$ cat src/rtl/glyph_fetch_scheduler_if.sv
// rtl/glyph_fetch_scheduler_if.sv - shared glyph memory read port (req/ack, text RAM or font ROM)
interface glyph_fetch_scheduler_if #(
  parameter int ADDR_W = 12
);
  logic              mem_req;
  logic              mem_sel;
  logic [ADDR_W-1:0] mem_addr;
  logic              mem_ack;
  logic [7:0]        mem_rdata;

  modport master (
    output mem_req, mem_sel, mem_addr,
    input  mem_ack, mem_rdata
  );

  modport slave (
    input  mem_req, mem_sel, mem_addr,
    output mem_ack, mem_rdata
  );
endinterface

$ cat src/rtl/glyph_fetch_scheduler.sv
// rtl/glyph_fetch_scheduler.sv - one-cell-ahead char/glyph fetch and pixel serializer for 8x16 text mode
module glyph_fetch_scheduler #(
  parameter int H_ACTIVE = 640,
  parameter int H_TOTAL  = 800,
  parameter int V_ACTIVE = 480,
  parameter int V_TOTAL  = 525,
  parameter int COLS     = 80,
  parameter int ADDR_W   = 12
) (
  input  logic                          i_clk,
  input  logic                          i_reset,
  input  logic [9:0]                    i_hpos,
  input  logic [9:0]                    i_vpos,
  glyph_fetch_scheduler_if.master       mem,
  input  logic                          i_underrun_clr,
  output logic                          o_pixel,
  output logic                          o_underrun
);

  localparam logic [9:0] HA         = 10'(H_ACTIVE);
  localparam logic [9:0] HT_M1      = 10'(H_TOTAL - 1);
  localparam logic [9:0] HT_M8      = 10'(H_TOTAL - 8);
  localparam logic [9:0] VA         = 10'(V_ACTIVE);
  localparam logic [9:0] VT_M1      = 10'(V_TOTAL - 1);
  localparam logic [9:0] LAST_START = 10'(H_ACTIVE - 16);
  localparam logic [9:0] LAST_LOAD  = 10'(H_ACTIVE - 9);
  localparam logic [ADDR_W-1:0] COLS_A = ADDR_W'(COLS);

  typedef enum logic [2:0] {S_IDLE, S_TXT, S_FONT, S_READY, S_DRAIN} state_t;

  state_t            r_state, w_state_n;
  logic              r_sel, w_sel_n;
  logic [ADDR_W-1:0] r_addr, w_addr_n;
  logic [3:0]        r_lrow, w_lrow_n;
  logic [7:0]        r_row, w_row_n;
  logic [7:0]        r_shift, w_shift_n;
  logic              r_underrun, w_underrun_n;
  logic              r_pend, w_pend_n;
  logic [6:0]        r_pend_col, w_pend_col_n;
  logic [9:0]        r_pend_line, w_pend_line_n;

  logic [9:0] w_line;
  logic       w_line_ok;
  logic       w_start;
  logic       w_load;
  logic [6:0] w_start_col;
  logic [6:0] w_load_col;
  logic       w_ack;
  logic       w_pend_stale;

  function automatic logic [ADDR_W-1:0] f_text_addr(input logic [9:0] line, input logic [6:0] col);
    return ADDR_W'(line[9:4]) * COLS_A + ADDR_W'(col);
  endfunction

  // Past the visible area the next cell to fetch is column 0 of the following line.
  assign w_line      = (i_hpos < HA) ? i_vpos : ((i_vpos == VT_M1) ? 10'd0 : i_vpos + 10'd1);
  assign w_line_ok   = (w_line < VA);
  assign w_start_col = (i_hpos == HT_M8) ? 7'd0 : i_hpos[9:3] + 7'd1;
  assign w_load_col  = (i_hpos == HT_M1) ? 7'd0 : i_hpos[9:3] + 7'd1;
  assign w_start     = w_line_ok && (((i_hpos[2:0] == 3'd0) && (i_hpos <= LAST_START)) || (i_hpos == HT_M8));
  assign w_load      = w_line_ok && (((i_hpos[2:0] == 3'd7) && (i_hpos <= LAST_LOAD)) || (i_hpos == HT_M1));
  assign w_ack       = mem.mem_ack & mem.mem_req;
  assign w_pend_stale = w_load && (r_pend_col == w_load_col);

  assign mem.mem_req  = (r_state == S_TXT) || (r_state == S_FONT) || (r_state == S_DRAIN);
  assign mem.mem_sel  = r_sel;
  assign mem.mem_addr = r_addr;
  assign o_pixel      = r_shift[7] & (i_hpos < HA) & (i_vpos < VA);
  assign o_underrun   = r_underrun;

  always_comb begin
    w_state_n     = r_state;
    w_sel_n       = r_sel;
    w_addr_n      = r_addr;
    w_lrow_n      = r_lrow;
    w_row_n       = r_row;
    w_shift_n     = {r_shift[6:0], 1'b0};
    w_underrun_n  = r_underrun & ~i_underrun_clr;
    w_pend_n      = r_pend;
    w_pend_col_n  = r_pend_col;
    w_pend_line_n = r_pend_line;

    case (r_state)
      S_IDLE: begin
        if (w_start) begin
          w_state_n = S_TXT;
          w_sel_n   = 1'b0;
          w_addr_n  = f_text_addr(w_line, w_start_col);
          w_lrow_n  = w_line[3:0];
          w_pend_n  = 1'b0;
        end else if (r_pend && !w_pend_stale) begin
          w_state_n = S_TXT;
          w_sel_n   = 1'b0;
          w_addr_n  = f_text_addr(r_pend_line, r_pend_col);
          w_lrow_n  = r_pend_line[3:0];
          w_pend_n  = 1'b0;
        end
      end
      S_TXT: begin
        if (w_ack) begin
          w_state_n = S_FONT;
          w_sel_n   = 1'b1;
          w_addr_n  = ADDR_W'({mem.mem_rdata, r_lrow});
        end
      end
      S_FONT: begin
        if (w_ack) begin
          w_state_n = S_READY;
          w_row_n   = mem.mem_rdata;
        end
      end
      S_READY: ;
      S_DRAIN: begin
        if (w_ack) w_state_n = S_IDLE;
      end
      default: w_state_n = S_IDLE;
    endcase

    if (w_start && (r_state != S_IDLE)) begin
      w_pend_n      = 1'b1;
      w_pend_col_n  = w_start_col;
      w_pend_line_n = w_line;
    end

    // A late cell shows blank; its in-flight read must still finish before the port is reused.
    if (w_load) begin
      if (w_pend_stale) w_pend_n = 1'b0;
      if (r_state == S_READY) begin
        w_shift_n = r_row;
        w_state_n = S_IDLE;
      end else begin
        w_shift_n    = 8'h00;
        w_underrun_n = 1'b1;
        if ((r_state == S_TXT) || (r_state == S_FONT)) w_state_n = w_ack ? S_IDLE : S_DRAIN;
      end
    end
  end

  always_ff @(posedge i_clk) begin
    if (i_reset) begin
      r_state     <= S_IDLE;
      r_sel       <= 1'b0;
      r_addr      <= '0;
      r_lrow      <= 4'd0;
      r_row       <= 8'h00;
      r_shift     <= 8'h00;
      r_underrun  <= 1'b0;
      r_pend      <= 1'b0;
      r_pend_col  <= 7'd0;
      r_pend_line <= 10'd0;
    end else begin
      r_state     <= w_state_n;
      r_sel       <= w_sel_n;
      r_addr      <= w_addr_n;
      r_lrow      <= w_lrow_n;
      r_row       <= w_row_n;
      r_shift     <= w_shift_n;
      r_underrun  <= w_underrun_n;
      r_pend      <= w_pend_n;
      r_pend_col  <= w_pend_col_n;
      r_pend_line <= w_pend_line_n;
    end
  end

endmodule

$ cat src/flat_wrapper.sv
// flat-port wrapper written by rule: the top's interface ports become plain ports
module glyph_fetch_scheduler_flat 
#(
  parameter int H_ACTIVE = 640,
  parameter int H_TOTAL  = 800,
  parameter int V_ACTIVE = 480,
  parameter int V_TOTAL  = 525,
  parameter int COLS     = 80,
  parameter int ADDR_W   = 12
)
  (i_clk, i_reset, i_hpos, i_vpos, i_underrun_clr, o_pixel, o_underrun, mem_mem_req, mem_mem_sel, mem_mem_addr, mem_mem_ack, mem_mem_rdata);
  glyph_fetch_scheduler_if #(.ADDR_W(ADDR_W)) mem_i ();
  input  logic i_clk;
  input  logic i_reset;
  input  logic [9:0] i_hpos;
  input  logic [9:0] i_vpos;
  input  logic i_underrun_clr;
  output logic o_pixel;
  output logic o_underrun;
  output wire logic [$bits(mem_i.mem_req)-1:0] mem_mem_req;
  output wire logic [$bits(mem_i.mem_sel)-1:0] mem_mem_sel;
  output wire logic [$bits(mem_i.mem_addr)-1:0] mem_mem_addr;
  input wire logic [$bits(mem_i.mem_ack)-1:0] mem_mem_ack;
  input wire logic [$bits(mem_i.mem_rdata)-1:0] mem_mem_rdata;
  assign mem_mem_req = mem_i.mem_req;
  assign mem_mem_sel = mem_i.mem_sel;
  assign mem_mem_addr = mem_i.mem_addr;
  assign mem_i.mem_ack = mem_mem_ack;
  assign mem_i.mem_rdata = mem_mem_rdata;
  glyph_fetch_scheduler #(.H_ACTIVE(H_ACTIVE), .H_TOTAL(H_TOTAL), .V_ACTIVE(V_ACTIVE), .V_TOTAL(V_TOTAL), .COLS(COLS), .ADDR_W(ADDR_W)) u_core (.i_clk(i_clk), .i_reset(i_reset), .i_hpos(i_hpos), .i_vpos(i_vpos), .mem(mem_i), .i_underrun_clr(i_underrun_clr), .o_pixel(o_pixel), .o_underrun(o_underrun));
endmodule
$ cat config.mk
export PLATFORM = sky130hd
export DESIGN_NAME = glyph_fetch_scheduler_flat
export DESIGN_NICKNAME = d
export VERILOG_FILES = /design/src/rtl/glyph_fetch_scheduler_if.sv /design/src/rtl/glyph_fetch_scheduler.sv /design/src/flat_wrapper.sv
export SDC_FILE = /design/constraint.sdc
export NUM_CORES = 1
export LEC_CHECK = 0
export CAP_MARGIN = 20
export CELL_PAD_IN_SITES_DETAIL_PLACEMENT = 1
export CELL_PAD_IN_SITES_GLOBAL_PLACEMENT = 1
export CORE_ASPECT_RATIO = 1.4
export CORE_MARGIN = 1
export CORE_UTILIZATION = 45
export CTS_CLUSTER_DIAMETER = 30
export CTS_CLUSTER_SIZE = 28
export DETAILED_ROUTE_END_ITERATION = 10
export PLACE_DENSITY = 0.92
export SETUP_SLACK_MARGIN = 0.2
export SKIP_CTS_REPAIR_TIMING = 1
export SYNTH_ARGS = -nofsm -noshare
export SYNTH_HDL_FRONTEND = slang
export SYNTH_SLANG_ARGS = --single-unit
$ cat constraint.sdc
create_clock -name i_clk -period 8.1 [get_ports i_clk]
set_input_delay 1.62 -clock i_clk [delete_from_list [all_inputs] [get_ports i_clk]]
set_output_delay 1.62 -clock i_clk [all_outputs]
set_load 0.005 [all_outputs]
==> reports/results.txt <==
status: completed
RSZ-0062 raised after global routing: false
mux cell area share after synthesis: 0.0619
Synth Warn #: 0
Post-Synth Simple-Gate Area: 0.234
Final Non-Filler Cells: 583
CTS tree: yes
Reg area: 1100 µm²
Setup Viol. Count Final: 0
post-synthesis compound-gate area fraction: 0.176
Post-synth top cells: 61 x nor2_1, 55 x dfxtp_1, 37 x a21oi_1, 31 x nand2_1, 25 x ha_1
PortBufs: 47
Slew headroom: 0.278
CTS Root Cell: clkbuf_16
GR Util All Layers: 0.247
min cycle time layout: 5.40 ns
post-synth top area cell: dfxtp_1
final worst-path cycle share: 0.667
Reg clk slew, reported paths: 0.07 ns
Worst R2R Setup Slack: 5.18 ns
FILL cells: 1003
first-pass GRT wire length: 16600 µm
CP endpoint kind: register
top cell type's share of synthesized area: 0.295
CTS H-tree depth: 2
Pre-antenna DRT Iters: 4
fmax: 0.185 GHz
post-synthesis to final-layout area growth: 17.2%
CP max FO: 9
die area: 8680 µm²
Leak: 0.00165 µW
hold path depth: 2
IR drop worst, VDD: 0.133 mV
nets: 541
number of synthesized flops with an enable pin: 0
Min-Delay Startpoint: u_core.r_shift[3]
register bit total from synthesis: 55
critical path data required time: 8.32 ns
vias: 3430
routed length per instance: 17.8 µm
main combinational cell family by area after synthesis: simple AND/OR/NAND/NOR gates
worst setup path class: in2reg
worst r2r dst: u_core.mem.mem_addr[10]
Die W: 79.0 µm
ranking of synthesized cells by area: dfxtp_1 29%, ha_1 8.4%, nor2_1 6.1%, mux2i_1 5.9%, a21oi_1 5.0%
die height: 110 µm
grt ovf: 0
R2R depth: 10
CP Cell Sequence: clkdlybuf4s50_1 > o21a_1 > nand2_1 > nor2_1 > xor2_1 > ha_1 > ha_1 > inv_1 > fa_1 > nor3b_1 > nand3_1 > xnor2_1 > xnor2_1 > mux2i_1 > a211o_1 > a21oi_1
final hold vios: 0
synthesized instance count: 450
GPL Wtd Cong: 0.838
Slew @ Worst Pin: 1.08 ns
asr flop ratio synth: 0
CP max-delay cell: clkdlybuf4s50_1
clk sink count: 55
post-synthesis net count: 511
num rows: 39
Placed Cells incl. Taps: 574
R2R Path Start: u_core.r_pend_line[5]
Post-DP HPWL: 8050 µm
main flop type after synthesis: dfxtp_1
most numerous cell in the Yosys netlist: nor2_1
largest net degree at the start of global routing: 55
Syn Area/Cell: 8.31 µm²
Layout Skew: 0.00500 ns
post-synthesis cell type count: 59
via-per-instance ratio: 5.88
antenna-violating nets left: 0
Pwr Density: 137 nW/µm²
vias in the first global route: 3596
max-cap check violation count: 0
Num CTS Buffers: 5
DRC Markers: 0
Clk Latency, worst-skew pair: 0.30 ns
WL final: 10400 µm
Core Region: 8100 µm²
CP startpoint kind: input pin
Starting Density: 0.462
share of layout cells above drive strength 1: 0.0478
antenna cells: 0
slowest stage delay, CP: 0.67 ns
CTS Buffer Depth: 2
WP data arrival: 5.62 ns
Post-Syn Area: 3740 µm²
area of the multi-input gates: 2440 µm²
class of the worst hold path: reg2reg
sequential area share after synthesis: 0.295
Slew Limit Fails: 0
area share of fa/ha/maj cells after synthesis: 0.105
final setup TNS: 0 ns
worst hold endpoint: u_core.r_shift[4]
Synth Area in XOR/XNOR: 0.0750
initial antenna violation count: 0
IO Pins: 48
1st-iter DRT viols: 126
==> cells by family (layout without fill, tap and decap cells) <==
| kind of cell | Yosys count | after routing |
|---|---|---|
| adders and majority gates | 29 | 29 |
| muxes | 23 | 23 |
| xor gates and xnor gates | 32 | 32 |
| DFF | 55 | 55 |
| AOI/OAI and AO/OA | 94 | 94 |
| buffers and inverters | 46 | 77 |
| and+or+nand+nor | 171 | 171 |
==> placed cells by master (no fill, tap or decap), types with 7 or more instances in the layout <==
| cell type | count |
|---|---|
| nor2_1 | 61 |
| dfxtp_1 | 55 |
| clkdlybuf4s50_1 | 46 |
| a21oi_1 | 37 |
| nand2_1 | 31 |
| ha_1 | 25 |
| mux2i_1 | 22 |
| nand3_1 | 21 |
| inv_1 | 20 |
| xnor2_1 | 19 |
| xor2_1 | 13 |
| nor3_1 | 12 |
| a21o_1 | 10 |
| a211o_1 | 10 |
| a211oi_1 | 9 |
| nor3b_1 | 7 |
| nor2b_1 | 7 |
==> where the power goes <==
part,internal (µW),total [µW],leakage [µW],switching [µW]
Clock,116,221,0.0000700,105
Sequential,271,273,0.000443,1.18
Combinational,45.8,106,0.00114,59.9
==> layout make-up <==
cell class | count | share of cell area
Clock buffer | 5 | 0.0286
Clock inverter | 3 | 0.00571
Inverter | 20 | 0.0171
Multi-Input combinational cell | 349 | 0.558
Sequential cell | 55 | 0.251
Tap cell | 102 | 0.0291
Timing Repair Buffer | 49 | 0.111
==> metal layers <==
layer	wire, µm	vias up	track usage	part of all wire
met5	0	-	0	0
met4	439	0	0.136	0.042
met3	235	33	0.0357	0.023
met2	5630	68	0.469	0.54
met1	4090	1670	0.256	0.39
li1	-	1659	-	-
==> how the worst max path moves through the flow <==
stage / start / endpoint / slack (ns)
after CTS: i_hpos[7] / u_core.mem.mem_addr[11] / 2.71
after global placement: i_hpos[7] / u_core.mem.mem_addr[11] / 2.63
final: i_hpos[8] / u_core.mem.mem_addr[11] / 2.70
after detailed placement: i_hpos[8] / u_core.mem.mem_addr[11] / 2.37
after floorplan: i_hpos[7] / u_core.mem.mem_addr[11] / 3.36
after global routing: i_hpos[7] / u_core.mem.mem_addr[11] / 2.41
==> critical path: cells and delay by family <==
kind	cells	cell delay [ns]
AO/OA/AOI/OAI	3	0.85
AND/OR/NAND/NOR	4	0.85
adder cells (fa/ha/maj)	3	0.85
buffers and inverters	2	0.73
XOR/XNOR	3	0.63
multiplexers	1	0.09
==> through the flow <==
| step | setup slack [ns] | area, µm² | utilization | total power (µW) | hold slack, ns |
|---|---|---|---|---|---|
| final | 2.70 | 4380 | 0.541 | 599 | 0.454 |
| after global routing | 2.41 | 4380 | 0.541 | 621 | 0.483 |
| after CTS | 2.71 | 4370 | 0.540 | 602 | 0.454 |
| after detailed placement | 2.37 | 4220 | 0.521 | 383 | 0.443 |
| after global placement | 2.63 | 4220 | 0.521 | 377 | 0.423 |
| after floorplan | 3.36 | 3740 | - | 344 | 0.417 |
==> state kept, by name, indices dropped and copies added (netlist names) <==
register,count
u_core.r_lrow,4
u_core.r_pend_col,7
u_core.r_shift,8
u_core.r_pend_line,10
u_core.mem.mem_sel,1
u_core.r_row,8
u_core.r_state,3
u_core.mem.mem_addr,12
u_core.r_pend,1
u_core.o_underrun,1
Note: power is estimated with default switching activity, not from simulation.
